**config.mk**
```make
export PLATFORM = sky130hd
export DESIGN_NAME = mac_array_ci
export DESIGN_NICKNAME = d
export VERILOG_FILES = /design/src/rtl/mac_array_pkg.sv /design/src/rtl/mac_dot_lanes.sv /design/src/rtl/mac_array_ci.sv
export SDC_FILE = /design/constraint.sdc
export NUM_CORES = 1
export LEC_CHECK = 0
export BUFFER_PORTS_ARGS = -buffer_cell sky130_fd_sc_hd__buf_2
export CORE_UTILIZATION = 46
export CTS_BUF_LIST = sky130_fd_sc_hd__clkbuf_4 sky130_fd_sc_hd__clkbuf_8 sky130_fd_sc_hd__clkbuf_16
export DETAILED_ROUTE_END_ITERATION = 7
export GPL_TIMING_DRIVEN = 0
export PLACE_DENSITY = 0.64
export SKIP_CTS_REPAIR_TIMING = 1
export SYNTH_ARGS = -nofsm -noshare
export SYNTH_HDL_FRONTEND = slang
export SYNTH_SLANG_ARGS = --single-unit
```
**constraint.sdc**
```tcl
create_clock -name clk -period 6.35 [get_ports clk]
set_input_delay 0.635 -clock clk [delete_from_list [all_inputs] [get_ports clk]]
set_output_delay 0.635 -clock clk [all_outputs]
set_load 0.03 [all_outputs]
```
**src/rtl/mac_array_pkg.sv**
```systemverilog
// rtl/mac_array_pkg.sv - opcodes, FSM encoding and saturation helper for mac_array_ci
package mac_array_pkg;

  localparam logic [2:0] OP_MAC     = 3'd0;
  localparam logic [2:0] OP_READ    = 3'd1;
  localparam logic [2:0] OP_CLEAR   = 3'd2;
  localparam logic [2:0] OP_READCLR = 3'd3;
  localparam logic [2:0] OP_DOT     = 3'd4;
  localparam logic [2:0] OP_WRITE   = 3'd5;

  // Widest accumulator the saturation helper accepts; callers sign-extend into it.
  localparam int ACC_W_MAX = 64;

  typedef enum logic [1:0] {
    ST_IDLE,
    ST_S1,
    ST_S2,
    ST_DONE
  } state_t;

  // Clamp a signed value to the 32-bit signed range.
  function automatic logic [31:0] sat32(input logic signed [ACC_W_MAX-1:0] x);
    if (x > 64'sh0000_0000_7FFF_FFFF) begin
      return 32'h7FFF_FFFF;
    end else if (x < 64'shFFFF_FFFF_8000_0000) begin
      return 32'h8000_0000;
    end else begin
      return x[31:0];
    end
  endfunction

endpackage

```
**src/rtl/mac_dot_lanes.sv**
```systemverilog
// rtl/mac_dot_lanes.sv - packed-lane signed multipliers and adder tree, two register stages
module mac_dot_lanes #(
  parameter int DATA_W = 8,
  parameter int LANES  = 32 / DATA_W,
  parameter int DOT_W  = 2 * DATA_W + $clog2(LANES)
) (
  input  logic                    clk,
  input  logic                    reset,
  input  logic                    clk_en,
  input  logic                    load,
  input  logic [31:0]             dataa,
  input  logic [31:0]             datab,
  output logic signed [DOT_W-1:0] dot
);

  localparam int PROD_W = 2 * DATA_W;

  logic signed [PROD_W-1:0] prod [LANES];
  logic signed [PROD_W-1:0] prod_q [LANES];
  logic signed [DOT_W-1:0]  sum;

  // Unpack lanes and form full-width signed products.
  always_comb begin
    for (int i = 0; i < LANES; i++) begin
      logic signed [DATA_W-1:0] a_lane;
      logic signed [DATA_W-1:0] b_lane;
      a_lane  = dataa[i*DATA_W +: DATA_W];
      b_lane  = datab[i*DATA_W +: DATA_W];
      prod[i] = PROD_W'(a_lane) * PROD_W'(b_lane);
    end
  end

  // Stage 1: capture products only when an instruction is accepted.
  always_ff @(posedge clk) begin
    if (reset) begin
      for (int i = 0; i < LANES; i++) prod_q[i] <= '0;
    end else if (clk_en && load) begin
      for (int i = 0; i < LANES; i++) prod_q[i] <= prod[i];
    end
  end

  // Reduce the registered products; DOT_W leaves headroom for every lane at full scale.
  always_comb begin
    sum = '0;
    for (int i = 0; i < LANES; i++) begin
      sum = sum + DOT_W'(prod_q[i]);
    end
  end

  // Stage 2: register the reduced sum each enabled cycle.
  always_ff @(posedge clk) begin
    if (reset) begin
      dot <= '0;
    end else if (clk_en) begin
      dot <= sum;
    end
  end

endmodule

```
**src/rtl/mac_array_ci.sv**
```systemverilog
// rtl/mac_array_ci.sv - multi-cycle dot-product custom instruction with banked accumulators
module mac_array_ci
  import mac_array_pkg::*;
#(
  parameter int DATA_W   = 8,
  parameter int LANES    = 32 / DATA_W,
  parameter int CHANNELS = 4,
  parameter int ACC_W    = 40
) (
  input  logic        clk,
  input  logic        reset,
  input  logic        clk_en,
  input  logic        start,
  input  logic [7:0]  n,
  input  logic [31:0] dataa,
  input  logic [31:0] datab,
  output logic        done,
  output logic [31:0] result
);

  localparam int DOT_W = 2 * DATA_W + $clog2(LANES);
  localparam int CH_W  = (CHANNELS > 1) ? $clog2(CHANNELS) : 1;

  state_t state;
  state_t state_next;

  logic                    accept;
  logic [2:0]              op_q;
  logic [CH_W-1:0]         ch_q;
  logic [31:0]             wdata_q;
  logic signed [DOT_W-1:0] dot;
  logic signed [ACC_W-1:0] acc [CHANNELS];

  logic signed [ACC_W-1:0]     acc_sel;
  logic signed [ACC_W-1:0]     dot_acc;
  logic signed [ACC_W-1:0]     wdata_acc;
  logic signed [ACC_W_MAX-1:0] acc_wide;
  logic signed [ACC_W_MAX-1:0] dot_wide;

  // Channel bits above CH_W are deliberately ignored.
  logic unused_n;
  assign unused_n = ^n;

  assign accept = (state == ST_IDLE) && start;
  assign done   = (state == ST_DONE);

  mac_dot_lanes #(
    .DATA_W (DATA_W),
    .LANES  (LANES),
    .DOT_W  (DOT_W)
  ) u_dot (
    .clk    (clk),
    .reset  (reset),
    .clk_en (clk_en),
    .load   (accept),
    .dataa  (dataa),
    .datab  (datab),
    .dot    (dot)
  );

  // FSM state register; clk_en low holds the current state.
  always_ff @(posedge clk) begin
    if (reset) begin
      state <= ST_IDLE;
    end else if (clk_en) begin
      state <= state_next;
    end
  end

  // Fixed four-step sequence; start is only honoured in IDLE.
  always_comb begin
    state_next = state;
    case (state)
      ST_IDLE: if (start) state_next = ST_S1;
      ST_S1:   state_next = ST_S2;
      ST_S2:   state_next = ST_DONE;
      ST_DONE: state_next = ST_IDLE;
      default: state_next = ST_IDLE;
    endcase
  end

  // Latch opcode, channel and preload word at accept time.
  always_ff @(posedge clk) begin
    if (reset) begin
      op_q    <= '0;
      ch_q    <= '0;
      wdata_q <= '0;
    end else if (clk_en && accept) begin
      op_q    <= n[2:0];
      ch_q    <= n[3 +: CH_W];
      wdata_q <= dataa;
    end
  end

  // Operand views sign-extended to accumulator and saturation widths.
  always_comb begin
    acc_sel   = acc[ch_q];
    dot_acc   = ACC_W'(dot);
    wdata_acc = ACC_W'($signed(wdata_q));
    acc_wide  = ACC_W_MAX'(acc_sel);
    dot_wide  = ACC_W_MAX'(dot);
  end

  // Accumulator bank and result register update on the S2 -> DONE edge only.
  always_ff @(posedge clk) begin
    if (reset) begin
      for (int i = 0; i < CHANNELS; i++) acc[i] <= '0;
      result <= '0;
    end else if (clk_en && state == ST_S2) begin
      result <= '0;
      case (op_q)
        OP_MAC:     acc[ch_q] <= acc_sel + dot_acc;
        OP_READ:    result <= sat32(acc_wide);
        OP_CLEAR:   acc[ch_q] <= '0;
        OP_READCLR: begin
          result    <= sat32(acc_wide);
          acc[ch_q] <= '0;
        end
        OP_DOT:     result <= sat32(dot_wide);
        OP_WRITE:   acc[ch_q] <= wdata_acc;
        default:    result <= '0;
      endcase
    end
  end

endmodule

```
**Word level (Yosys, flattened, before mapping)**

Memory sizes are Yosys's and may differ from the RTL's. A register that Yosys moved wholly into a read port is not among the register bits.
Cells that the tools add are included.

- $add $sub $neg: 4
- Multipliers: 4
- Bitwise operators: 7
- Reductions and logical operators: 8
- Multiplexer cells: 40
- Equal/unequal tests: 9
- $lt $le $gt $ge: 4

Operators by type and width:

| kind | count |
|---|---|
| 40-bit 2-to-1 mux | 4 |
| 32-bit 2-to-1 mux | 4 |
| 8-bit by 8-bit multiplier with 16-bit output | 4 |
| 16-bit 2-to-1 mux | 4 |
| 32-bit case mux with 2 select lines | 1 |
| 40-bit by 18-bit adder with 40-bit output | 1 |
| 40-bit by 32-bit > comparator with 1-bit output, second input constant | 1 |
| 40-bit by 32-bit less-than comparator with 1-bit output, second input constant | 1 |
| 40-bit OR reduction | 1 |
| 18-bit by 32-bit > comparator with 1-bit output, second input constant | 1 |
| 18-bit by 32-bit less-than comparator with 1-bit output, second input constant | 1 |
| 1-bit 2-to-1 mux | 22 |
| 17-bit by 16-bit adder with 18-bit output | 1 |
| 18-bit by 16-bit adder with 18-bit output | 1 |
| 16-bit by 16-bit adder with 17-bit output | 1 |
| 2-bit 2-to-1 mux | 4 |
| 2-bit case mux with 4 select lines | 1 |
| 1-bit bitwise OR | 7 |
| 3-bit by 2-bit == test with 1-bit output, second input constant | 2 |
| 3-bit == test, second input constant | 2 |
| 2-bit == test, second input constant | 2 |
| 3-bit by 1-bit == test with 1-bit output, second input constant | 1 |
| 1-bit logical AND | 3 |
| 3-bit logical NOT | 1 |
| 5 further kinds | 5 |

- Bits in writable memories: 224
- Input bits: 76
- Memories kept: 2
- Flip-flop bits (word level): 89
- Output and inout port bits: 33
- Word-level logic and storage cells: 84

Memories:

| name | depth | bits a word | rd ports | clocked after Yosys merged registers in | write ports | RTL line | RTL |
|---|---|---|---|---|---|---|---|
| acc | 4 | 40 | 1 | 1 | 4 | mac_array_ci.sv:32 | `logic signed [ACC_W-1:0] acc [CHANNELS];` |
| u_dot.prod_q | 4 | 16 | 4 | 0 | 4 | mac_dot_lanes.sv:19 | `logic signed [PROD_W-1:0] prod_q [LANES];` |

**Depth between registers and ports, before layout**

Gate-level depths: netlist of the first run.

- Depth in word-level cells: 10
- Mapped depth: 21
- Mapped depth without buffers: 20

**Modules after synthesis**

From an unflattened synthesis of the first run, not the netlist that was laid out.

- Cells, all modules: 2,617
- Area total of the unflattened synthesis: 26,329.0 um^2

By module, submodules not included:

| module | sequential area each (um^2) | times used | cells each | area each (um^2) |
|---|---|---|---|---|
| mac_dot_lanes | 2,282.2 | 1 | 1,440 | 14,166.1 |
| mac_array_ci | 6,266.0 | 1 | 1,177 | 12,162.9 |

**Worst setup path before layout of the first run**

Ideal clock, no wire load.

- Kind: input to register
- From: input dataa[3]
- To: memory u_dot.prod_q[0][14] (netlist name) (data pin)
- Path buffers: 1
- Required time: 6.084 ns
- Arrival: 4.633 ns
- Stages on the path: 20
- Setup time: 0.266 ns
- Path slack: 1.452 ns
- Cell sequence: clkbuf_1 > and2_1 > fa_1 > inv_1 > fa_1 > inv_1 > fa_1 > inv_1 > fa_1 > inv_1 > ha_1 > o21ai_0 > nand2b_1 > a21o_1 > a21o_1 > a21o_1 > a21oi_1 > o21ai_1 > xnor2_1 > nor2_1

RTL lines:

| element | RTL line | RTL |
|---|---|---|
| start, declared | mac_array_ci.sv:15 | `input logic [31:0] dataa,` |
| end, declared | mac_dot_lanes.sv:19 |  |

==> results.txt, run 1 <==
* Status: finished clean
* Tightest slew margin relative to the limit: 19.60%
- Once routing completed, OpenROAD measured the worst setup slack at 1.224 ns.
- After the first detailed-routing iteration, the DRC count stood at 1,121.
- Required time reported for the critical path endpoint: 6.62 ns
- The final hold violation count came to 0.
- The synthesized netlist devotes 28.42% of its cell area to adder and majority cells.
- Clock transition at path regs: 0.06 ns
* Final #Nets: 3,085
* Core Box Area: 55,090 µm²
- TritonCTS sink count: 315
- After routing, the total negative slack on setup checks comes to 0 ns.
- After synthesis the netlist holds a flip-flop and latch count of 315.
* Max Buffers Root-to-Sink: 3
* Pre-antenna DRT Iters: 5
- Of all nets on the critical path, the largest fanout is 10.
- Root buffer cell: clkbuf_16
- Cell accounting for the most synthesized area: edfxtp_1
- H-tree depth: 2
* Cell type group with the largest total delay on the critical path: buffers and inverters
- Maximum number of pins on one net before global-route repair: 42
* Kind of critical path: register to register
- Yosys printed 0 warnings.
- # diodes: 0
- Synthesis instantiated 72 different standard cells from the library.
- Post-Synthesis Cells: 2,440
* Bufs and invs on worst path: 3
- The worst path in the final design needs a cycle of 5.126 ns, including I/O delays and setup.
* Total via count in the routed design: 18,078
- Dividing the synthesized area by the synthesized cell count gives 10.51 µm².
- Standard cell area after detailed placement: 27,170 µm²
- For this block, the routed nets add up to 63,620 µm of wire.
* Kind of start point of the critical path: register
- For this run, the leading register cell type out of synthesis is edfxtp_1.
- For the final database, setup skew stands at 0.03569 ns.
* Master of the slowest instance on the critical path: clkbuf_1
* Element type at the critical path end: register
* Complex-gate fraction of the synthesized area: 9.946%
* Fraction of layout cells with a size suffix above 1: 10.71%
* Top cell type's share of synthesized area: 26.24%
- For the pin with the worst max-slew slack, the measured transition is 1.200 ns.
* Util after Layout: 51.47%
- Count of buffers from port buffering: 97
- At the later pin of the worst-skew pair, clock insertion delay measures 0.56 ns.
* Lkg Pwr: 12.53 nW
- TritonCTS built the clock tree.
- Max cap viols: 0
- After detailed routing, the number of remaining DRC violations is 0.
* Power per unit of standard cell area: 353.9 nW/µm²
- Final ANT Viol Nets: 0
- In the final routed layout, each cell accounts on average for 18.97 µm.
- The largest single stage delay on the critical path is 0.68 ns.
- Area Growth Syn to Fin: 10.61%
* Initial Util: 46.53%
* Top-level I/O count: 109
* DP Worst Slack: 0.8469 ns
* Width of the die: 238.1 µm
* Leading cell type by number of instances after synthesis: inv_1
- Post-synth EDFFs: 224
* Maximum achievable frequency: 195.1 MHz
- By area the synthesized netlist is led by edfxtp_1 26%, fa_1 20%, ha_1 8.6%, dfxtp_1 7.1%, inv_1 4.9%.
* Final design instance area without fill: 28,360 µm²
- IR analysis of the VDD net gives a maximum drop of 0.2626 mV.
- After synthesis, the largest family of logic cells by area is adder cells.
- Traced cell by cell, the critical path runs through buf_2, clkbuf_1, buf_1, mux4_2, ha_1, a21oi_1, o21bai_1, a21o_1, a221oi_1, nor4_1, nor3_1, xnor2_1, a21oi_2, nor2_1.
- The HPWL after detailed placement is 50,870 µm.
* CTS buffer count: 35
- Counting instances in the post-synthesis netlist gives the leading cell types as 335 x inv_1, 255 x nor2_1, 254 x fa_1.
- The number of global-route vias before repair came to 18,795.
* Sequential share of the synthesized area: 33.34%
* Wire length of the first global-routing pass: 101,700 µm
* Final slew viol count: 0
- Vias per cell: 5.392
* HP Class: input port to register
* Final cycle utilization of the critical path: 80.72%
- Setup violations remaining at the end of the flow were counted as 0.
* Parity-gate share of the synthesized area counting xor and xnor cells: 3.895%
- Setup repair after global routing left no endpoint under its margin.
* Post-synthesis mux area share: 4.148%
- Data arrival, critical path: 5.39 ns
- Net count after synthesis: 2,946
* Total routing usage reported by global routing: 23.13%
- GRT overflow: 0
- # rows: 86
- Full die area: 56,680 µm²
- Async S/R FF share, synth: 0%
- The synthesized netlist devotes 13.77% of its cell area to simple gates.
* Die Y: 238.1 µm
- The initial antenna violation count is 0.
* Cell area after synthesis: 25,640 µm²
- Routability-driven placement finished with a final weighted congestion of 0.9274.
[stage by stage]
| step | std cells | hold WS [ns] | total power [mW] |
|---|---|---|---|
| floorplan | 2440 | 0.4498 | 6.647 |
| global placement | 3285 | 0.4699 | 7.937 |
| detailed placement | 3290 | 0.4742 | 8.011 |
| CTS | 3353 | 0.2521 | 10.13 |
| global route | 3353 | 0.2795 | 10.86 |
| finish | 3353 | 0.2749 | 10.04 |
[power by group]
part	switching, mW	internal, mW
Sequential	0.150	2.39
Clock	0.830	1.25
Combinational	3.16	2.25
Total	4.14	5.89
[kinds of logic after synthesis]
logic type | after synthesis
DFF | 315
and+or+nand+nor | 725
buffers and inverters | 424
AOI/OAI and AO/OA | 376
muxes | 56
xor gates and xnor gates | 114
adders and majority gates | 430
[area by class of cell]
cell class	count	area [µm²]
Multi-Input combinational cell	1701	15440
Tap cell	748	935.9
Sequential cell	315	8548
Buffer	88	399.1
Inverter	336	1261
Timing Repair Buffer	102	585.6
Clock inverter	13	131.4
Fill cell	5031	26730
Clock buffer	50	1061
[placed cells by master (no fill, tap or decap), types with 7 or more instances in the layout]
cell type	count
a211oi_1	8
a21o_1	41
a21oi_1	94
a21oi_2	16
a22o_1	35
a22oi_1	21
a22oi_2	7
a31oi_1	10
and2_1	173
and3_1	7
buf_2	107
clkbuf_1	62
clkbuf_16	37
clkbuf_4	8
dfxtp_1	91
edfxtp_1	224
fa_1	254
ha_1	176
inv_1	334
mux2i_1	14
mux4_2	40
nand2_1	157
nand2b_1	23
nand3_1	14
nand4_1	10
nor2_1	255
nor2b_1	30
nor3_1	24
o211ai_1	19
o21ai_0	58
o21ai_1	19
o21bai_1	12
xnor2_1	77
xor2_1	37
[path summary, 6_finish.rpt]
| kind | from | to | slack (ns) | depth (start not counted) |
|---|---|---|---|---|
| worst max-delay path | register | acc[0][36] | 1.22 | 14 |
| worst min-delay path | n[1] | op_q[1] | 0.27 | 3 |
| worst max register to register | register | acc[0][36] | 1.22 | 14 |
| worst min register to register | wdata_q[24] | wdata_q[24] | 0.49 | 1 |
[routing by layer]
layer  vias to the layer above  routed length [µm]  GRT usage (%)
met3                       100                3106          2.117
met1                      9089               27110          30.37
met5                         -                   0              0
met4                         0                1689          7.207
li1                       8424                   -              -
met2                       465               31720          40.43
[flip-flops by register name, summed over array words and instances (netlist names), named ones only]
name,count
wdata_q,32
acc,160
ch_q,2
u_dot.dot,18
u_dot.prod_q,64
result,32
state,2
op_q,3
[worst min-delay path, stage by stage]
cell and delay [ns]:
buf_2 0.08, nand2_1 0.03, o21ai_0 0.05
Power figures use the tool's default switching activity.
==> inputs of run 2 (changes only) <==
--- a/config.mk
+++ b/config.mk
@@ -10,7 +10,7 @@
 export CTS_BUF_LIST = sky130_fd_sc_hd__clkbuf_4 sky130_fd_sc_hd__clkbuf_8 sky130_fd_sc_hd__clkbuf_16
 export DETAILED_ROUTE_END_ITERATION = 7
 export GPL_TIMING_DRIVEN = 0
-export PLACE_DENSITY = 0.64
+export PLACE_DENSITY = 0.67
 export SKIP_CTS_REPAIR_TIMING = 1
 export SYNTH_ARGS = -nofsm -noshare
 export SYNTH_HDL_FRONTEND = slang
==> constraint.sdc (replaced) <==
create_clock -name clk -period 4.3 [get_ports clk]
set_input_delay 0.43 -clock clk [delete_from_list [all_inputs] [get_ports clk]]
set_output_delay 0.43 -clock clk [all_outputs]
set_load 0.03 [all_outputs]
==> results.txt, run 2 (same netlist as run 1, synthesis figures left out) <==
- The run finished with clean final reports.
- The hold path depth was 3 (unchanged).
* Clock Latency Late Sink: 0.54 ns (-0.02 ns)
- In the layout the commonest cells are 326 x inv_1, 253 x nor2_1, 250 x fa_1.
* Tightest slew margin relative to the limit: 14.93% (-4.7 points)
* Max cap viols: 0 (unchanged)
- Via count of the first global-routing pass: 18,797 (+0.011%)
- The horizontal extent of the die was 238.1 µm (unchanged).
- Sequential power share: 23.9% (-1.4 points)
- GRT overflow: 0 (unchanged)
- STA classifies the critical path endpoint as a register.
- Final cycle utilization of the critical path: 98.43%
- From synthesis to final layout, the design area changed by 14.05%.
- IR drop worst, VDD: 0.4041 mV (+54%)
* Final setup violating endpoints: 0 (unchanged)
- The placeable core area was 55,090 µm² (unchanged).
- Util after Layout: 53.07% (+1.6 points)
* Register bank with the most flops: acc
- The total number of vias was 18,056 (-0.12%).
- The internal power is 9.231 mW (+57%).
- TritonCTS built the clock tree.
- Setup repair after global routing could not meet its margin everywhere.
* Initial Util: 46.53% (unchanged)
- Data arrival, critical path: 4.50 ns (-0.89 ns)
- The total routing resource utilization after global routing was 22.88% (-0.25 points).
- The number of inserted filler cells in the final layout is 4,863 (-3.3%).
- The area of all placed cells without fillers was 29,240 µm² (+3.1%).
* TritonCTS sink count: 315 (unchanged)
* Max Buffers Root-to-Sink: 3 (unchanged)
- Lkg Pwr: 12.80 nW (+2.2%)
* Comb pwr share: 55.9% (+1.9 points)
- Largest register FFs: 160 (unchanged)
- The number of antenna repair diodes was 0 (unchanged).
- The worst setup path is of the input port to register kind.
- CTS buffer count: 35 (unchanged)
* Power per unit of standard cell area: 536.2 nW/µm² (+52%)
- The final net count is 3,097 (+0.39%).
- The largest registers in the layout are acc x160, u_dot.prod_q x64.
- Number of antenna violations at the first check in global routing: 0 (unchanged)
* Kind of start point of the critical path: input port
- Root buffer cell: clkbuf_16
* Final Wtd Congestion: 0.9289 (+0.16%)
* HP Class: input port to register
- Remaining design rule violation count: 0 (unchanged)
- The worst path needs 4.233 ns of the cycle, external delays included.
* Clock Skews: 0.02413 ns (-0.01156 ns)
- Worst Reg-to-Reg Cells: 15 (+1)
- Required time reported for the critical path endpoint: 4.57 ns (-2.05 ns)
* Pre-antenna DRT Iters: 5 (unchanged)
- The number of DRC markers after the initial detailed-route iteration was 1,191 (+6.2%).
- The count of pins over their slew limit came to 0 (unchanged).
- The fraction of layout instances using a drive strength above 1 came to 14.87% (+4.2 points).
- The average wire per cell in the routed design was 18.85 µm (-0.67%).
* Placed wire-length estimate after detailed placement: 50,130 µm (-1.4%)
- The total power after layout came to 15.68 mW (+56%).
- Switching share of total power: 41.12% (-0.16 points)
- Total net switching power: 6.447 mW (+56%)
* Maximum number of pins on one net before global-route repair: 41 (-2.4%)
* Slew at the pin with the worst max-slew slack: 1.274 ns (+0.07390 ns)
- Wire length after detailed routing: 63,400 µm (-0.34%)
- Die Y: 238.1 µm (unchanged)
- The top-level I/O count was 109 (unchanged).
- Based on the critical path, the design can be clocked at up to 236.3 MHz.
- Count of buffers from port buffering: 97 (unchanged)
- The post-route antenna net violation count was 0 (unchanged).
- Largest fanout on the critical path: 8 (-2)
- The die footprint came to 56,680 µm² (unchanged).
- The first-pass GRT wire length came to 100,900 µm (-0.78%).
- The placement-stage cell area was 27,280 µm² (+0.43%).
* Most common cell after layout, fill and taps aside: inv_1
- Part of the total power dissipated in the clock network: 20.2% (-0.5 points)
* H-tree depth: 2 (unchanged)
* # rows: 86 (unchanged)
- Clock transition at path regs: 0.06 ns (about the same)
* Hold Violations, Final: 0 (unchanged)
* Vias per cell: 5.367 (-0.45%)
[run 2: changes by cell type in the layout (fill, tap and decap cells not counted), sizes merged]
cell      change
bufinv        +1
clkinvlp      +2
buf           +2
clkbuf        +9
clkinv        -5
inv           +2
[run 2: final cells by class]
class | count | area (µm²) | area share [%]
Clock buffer | 49 | 1094 | 3.740
Multi-Input combinational cell | 1701 | 15950 | 54.53
Sequential cell | 315 | 8548 | 29.24
Buffer | 87 | 505.5 | 1.729
Inverter | 336 | 1261 | 4.313
Clock inverter | 13 | 148.9 | 0.5092
Timing Repair Buffer | 115 | 800.8 | 2.739
Tap cell | 748 | 935.9 | 3.201
[run 2: routing by layer]
metal	track usage (%)	up-vias	wire [µm]
met3	1.932	75	2942
li1	-	8437	-
met4	6.410	0	1461
met2	39.54	449	31710
met1	30.85	9095	27290
met5	0	-	0
[run 2: final timing paths]
kind	start	to	slack, ns
setup / recovery	datab[12]	u_dot.prod_q[1][14]	0.07
hold reg to reg	wdata_q[11]	wdata_q[11]	0.48
setup reg to reg	register	acc[2][39]	0.13
hold / removal	n[1]	op_q[1]	0.11
[run 2: power by group through the flow]
stage	combinational (mW)	clock [mW]	sequential, mW
2_1_floorplan	6.22	0	3.73
3_3_place_gp	8.08	0	3.81
3_5_place_dp	8.22	0	3.81
4_1_cts	8.28	3.21	3.74
5_1_grt	9.83	3.32	3.77
6_report	8.76	3.16	3.75
[run 2: worst max-delay path, cell delays in order]
cell	delay, ns
buf_6	0.12
and2_4	0.16
fa_1	0.53
inv_1	0.05
fa_1	0.47
inv_1	0.05
fa_1	0.56
inv_2	0.04
fa_1	0.52
inv_2	0.05
ha_4	0.22
o21ai_2	0.05
nand2b_1	0.09
a21o_1	0.16
a21o_1	0.18
a21o_1	0.21
a21oi_4	0.20
o21ai_2	0.11
xnor2_2	0.23
nor2_1	0.08
[run 2: metrics by stage]
stage / hold slack, ns / instances / setup TNS [ns] / setup WS (ns)
2_1_floorplan: 0.4498 / 2440 / -0.03860 / -0.03860
5_1_grt: 0.09812 / 3364 / -0.3511 / -0.08524
3_3_place_gp: 0.4719 / 3285 / -51.87 / -0.9091
3_5_place_dp: 0.4700 / 3289 / -55.09 / -0.8828
6_report: 0.1093 / 3364 / 0 / 0.06730
4_1_cts: 0.08712 / 3351 / -48.88 / -0.8941
==> inputs of run 3 (changes only) <==
--- a/config.mk
+++ b/config.mk
@@ -6,11 +6,11 @@
 export NUM_CORES = 1
 export LEC_CHECK = 0
 export BUFFER_PORTS_ARGS = -buffer_cell sky130_fd_sc_hd__buf_2
-export CORE_UTILIZATION = 46
+export CORE_UTILIZATION = 40
 export CTS_BUF_LIST = sky130_fd_sc_hd__clkbuf_4 sky130_fd_sc_hd__clkbuf_8 sky130_fd_sc_hd__clkbuf_16
 export DETAILED_ROUTE_END_ITERATION = 7
 export GPL_TIMING_DRIVEN = 0
-export PLACE_DENSITY = 0.67
+export PLACE_DENSITY = 0.6
 export SKIP_CTS_REPAIR_TIMING = 1
 export SYNTH_ARGS = -nofsm -noshare
 export SYNTH_HDL_FRONTEND = slang
==> results.txt, run 3 (same netlist as run 1, synthesis figures left out) <==
* Register bank with the most flops: acc
* Min Tclk post-route: 4.155 ns (-0.07722 ns)
- Pre-antenna DRT Iters: 5 (unchanged)
* Util after Layout: 46.20% (-6.9 points)
- The final net count came to 3,087 (-0.32%).
* H-tree depth: 2 (unchanged)
- Most common cell after layout, fill and taps aside: inv_1
* Most frequent cells in the layout: 328 x inv_1, 253 x nor2_1, 252 x fa_1
- The post-route antenna net violation count came to 0 (unchanged).
- Detail-routed net length per standard cell: 18.84 µm (about the same)
- Maximum number of pins on one net before global-route repair: 41 (unchanged)
- Total routing usage reported by global routing: 20.40% (-2.5 points)
- The detailed-route vias per instance was 5.237 (-2.4%).
- The worst hold slack was 0.08839 ns (-0.02092 ns).
* Full die area: 65,110 µm² (+15%)
- The first-pass GRT wire length came to 101,900 µm (+1.1%).
- Maximum achievable frequency: 240.6 MHz (+1.9%)
* Worst reg-to-reg setup slack: 0.20 ns (+0.07 ns)
- The final cycle utilization of the critical path was 96.64% (-1.8 points).
- The number of placement rows is 92 (+7.0%).
- Initial Util: 40.57% (-6.0 points)
- The number of clock sinks is 315 (unchanged).
* Slew at the pin with the worst max-slew slack: 1.224 ns (-0.04993 ns)
* Via count of the first global-routing pass: 18,555 (-1.3%)
- The worst hold path begins at n[1].
- Largest fanout on the critical path: 9 (+1)
- The number of port buffers came to 97 (unchanged).
- Compared with the post-synthesis result, the final layout area differs by 13.87%.
- The cell count of the worst reg-to-reg path came to 15 (unchanged).
* Standard cell area after detailed placement: 27,410 µm² (+0.45%)
* HP Class: input port to register
* Final slew viol count: 0 (unchanged)
- Element type at the critical path end: register
- The number of CTS-inserted buffers is 37 (+5.7%).
* Hold Violations, Final: 0 (unchanged)
* Kind of start point of the critical path: input port
* GRT overflow: 0 (unchanged)
- Top-level I/O count: 109 (unchanged)
- Final setup violating endpoints: 0 (unchanged)
- Total via count in the routed design: 18,108 (+0.29%)
- The aggregate routed wire length came to 65,140 µm (+2.7%).
- Status: finished clean
* Max cap viols: 0 (unchanged)
* Final Wtd Congestion: 0.9118 (-1.8%)
- The worst slew margin relative to its limit is 17.99% (+3.1 points).
* Clock Latency Late Sink: 0.56 ns (+0.02 ns)
- IR drop worst, VDD: 0.3045 mV (-25%)
* Biggest regs: acc x160, u_dot.prod_q x64
- Remaining design rule violation count: 0 (unchanged)
* Width of the die: 255.2 µm (+7.2%)
- The hold path depth came to 3 (unchanged).
- TritonCTS clock tree: yes
- Lkg Pwr: 12.74 nW (-0.45%)
* Data arrival, critical path: 4.43 ns (-0.07 ns)
- The flip-flop count of the largest register after layout is 160 (unchanged).
- The initial antenna violation count is 0 (unchanged).
- Root buffer cell: clkbuf_16
- Clock Skews: 0.03273 ns (+0.008605 ns)
- Reg2Reg Capture Point: acc[2][39]
- Required time reported for the critical path endpoint: 4.57 ns (about the same)
* Die Y: 255.2 µm (+7.2%)
* Placed wire-length estimate after detailed placement: 51,750 µm (+3.2%)
* Worst Hold Endpoint: op_q[1]
- The critical path is of the input port to register type.
- Detailed router's first-iteration violation count: 1,120 (-6.0%)
- The clock-pin slew on the worst setup and hold paths was 0.06 ns (about the same).
- Max Buffers Root-to-Sink: 3 (unchanged)
* Power per unit of standard cell area: 527.2 nW/µm² (-1.7%)
* # fillers: 5,903 (+21%)
- The placeable core area was 63,200 µm² (+15%).
- Final design instance area without fill: 29,190 µm² (-0.15%)
- The fraction of layout instances using a drive strength above 1 came to 14.56% (-0.31 points).
## run 3: critical path, cell delays in order
cell and delay [ns]:
clkbuf_4 0.18, nor2b_4 0.15, fa_1 0.51, fa_1 0.53, fa_1 0.55, inv_1 0.05, fa_1 0.53, inv_1 0.04
ha_1 0.32, a21o_1 0.19, a21o_1 0.19, a21o_1 0.20, a21oi_2 0.21, o21ai_2 0.10, xnor2_2 0.18, nor2_1 0.06
## run 3: per-stage QoR
step / worst slack [ns] / std cells / setup TNS (ns) / total power [mW]
3_5_place_dp: -0.8983 / 3387 / -63.58 / 11.94
5_1_grt: -0.02215 / 3456 / -0.02806 / 16.68
3_3_place_gp: -0.8620 / 3383 / -59.55 / 11.82
4_1_cts: -0.9320 / 3455 / -58.14 / 15.13
6_report: 0.1445 / 3458 / 0 / 15.39
2_1_floorplan: -0.03860 / 2440 / -0.03860 / 9.946
## run 3: power by group
group          switching (mW)  internal, mW  total [mW]  leakage [nW]
Clock                    1.30          1.84        3.14         0.620
Sequential              0.223          3.53        3.75          3.07
Combinational            4.90          3.61        8.50          9.05
Total                    6.41          8.98        15.4          12.7
## run 3: worst max-delay path by stage
stage / cells after the start / end / slack, ns / from
floorplan: 20 / u_dot.prod_q[0][14] / -0.04 / dataa[2]
global route: 20 / u_dot.prod_q[1][14] / -0.02 / dataa[10]
detailed placement: 14 / acc[1][36] / -0.90 / register
global placement: 14 / acc[0][36] / -0.86 / register
CTS: 14 / acc[1][36] / -0.93 / register
finish: 16 / u_dot.prod_q[1][14] / 0.14 / datab[15]
## run 3: final cells by class
cell class              count  area [µm²]  share of cell area (%)
multi-input cells        1701       15880                   54.38
diodes                      2       5.005                 0.01714
repair buffers            106       705.7                   2.417
flip-flops and latches    315        8548                   29.28
plain buffers              84       501.7                   1.719
clock buffers              54        1120                   3.836
clock inverters            14       118.9                  0.4071
well taps                 846        1059                   3.626
inverters                 336        1261                   4.320
## run 3: layer usage
| layer | share of wire, % | GRT usage, % | routed length (µm) | up-vias |
|---|---|---|---|---|
| met4 | 2.3 | 5.150 | 1470 | 0 |
| met5 | 0 | 0 | 0 | - |
| met1 | 43 | 27.03 | 28070 | 9188 |
| met2 | 50 | 35.51 | 32760 | 424 |
| li1 | - | - | - | 8414 |
| met3 | 4.4 | 2.197 | 2846 | 82 |
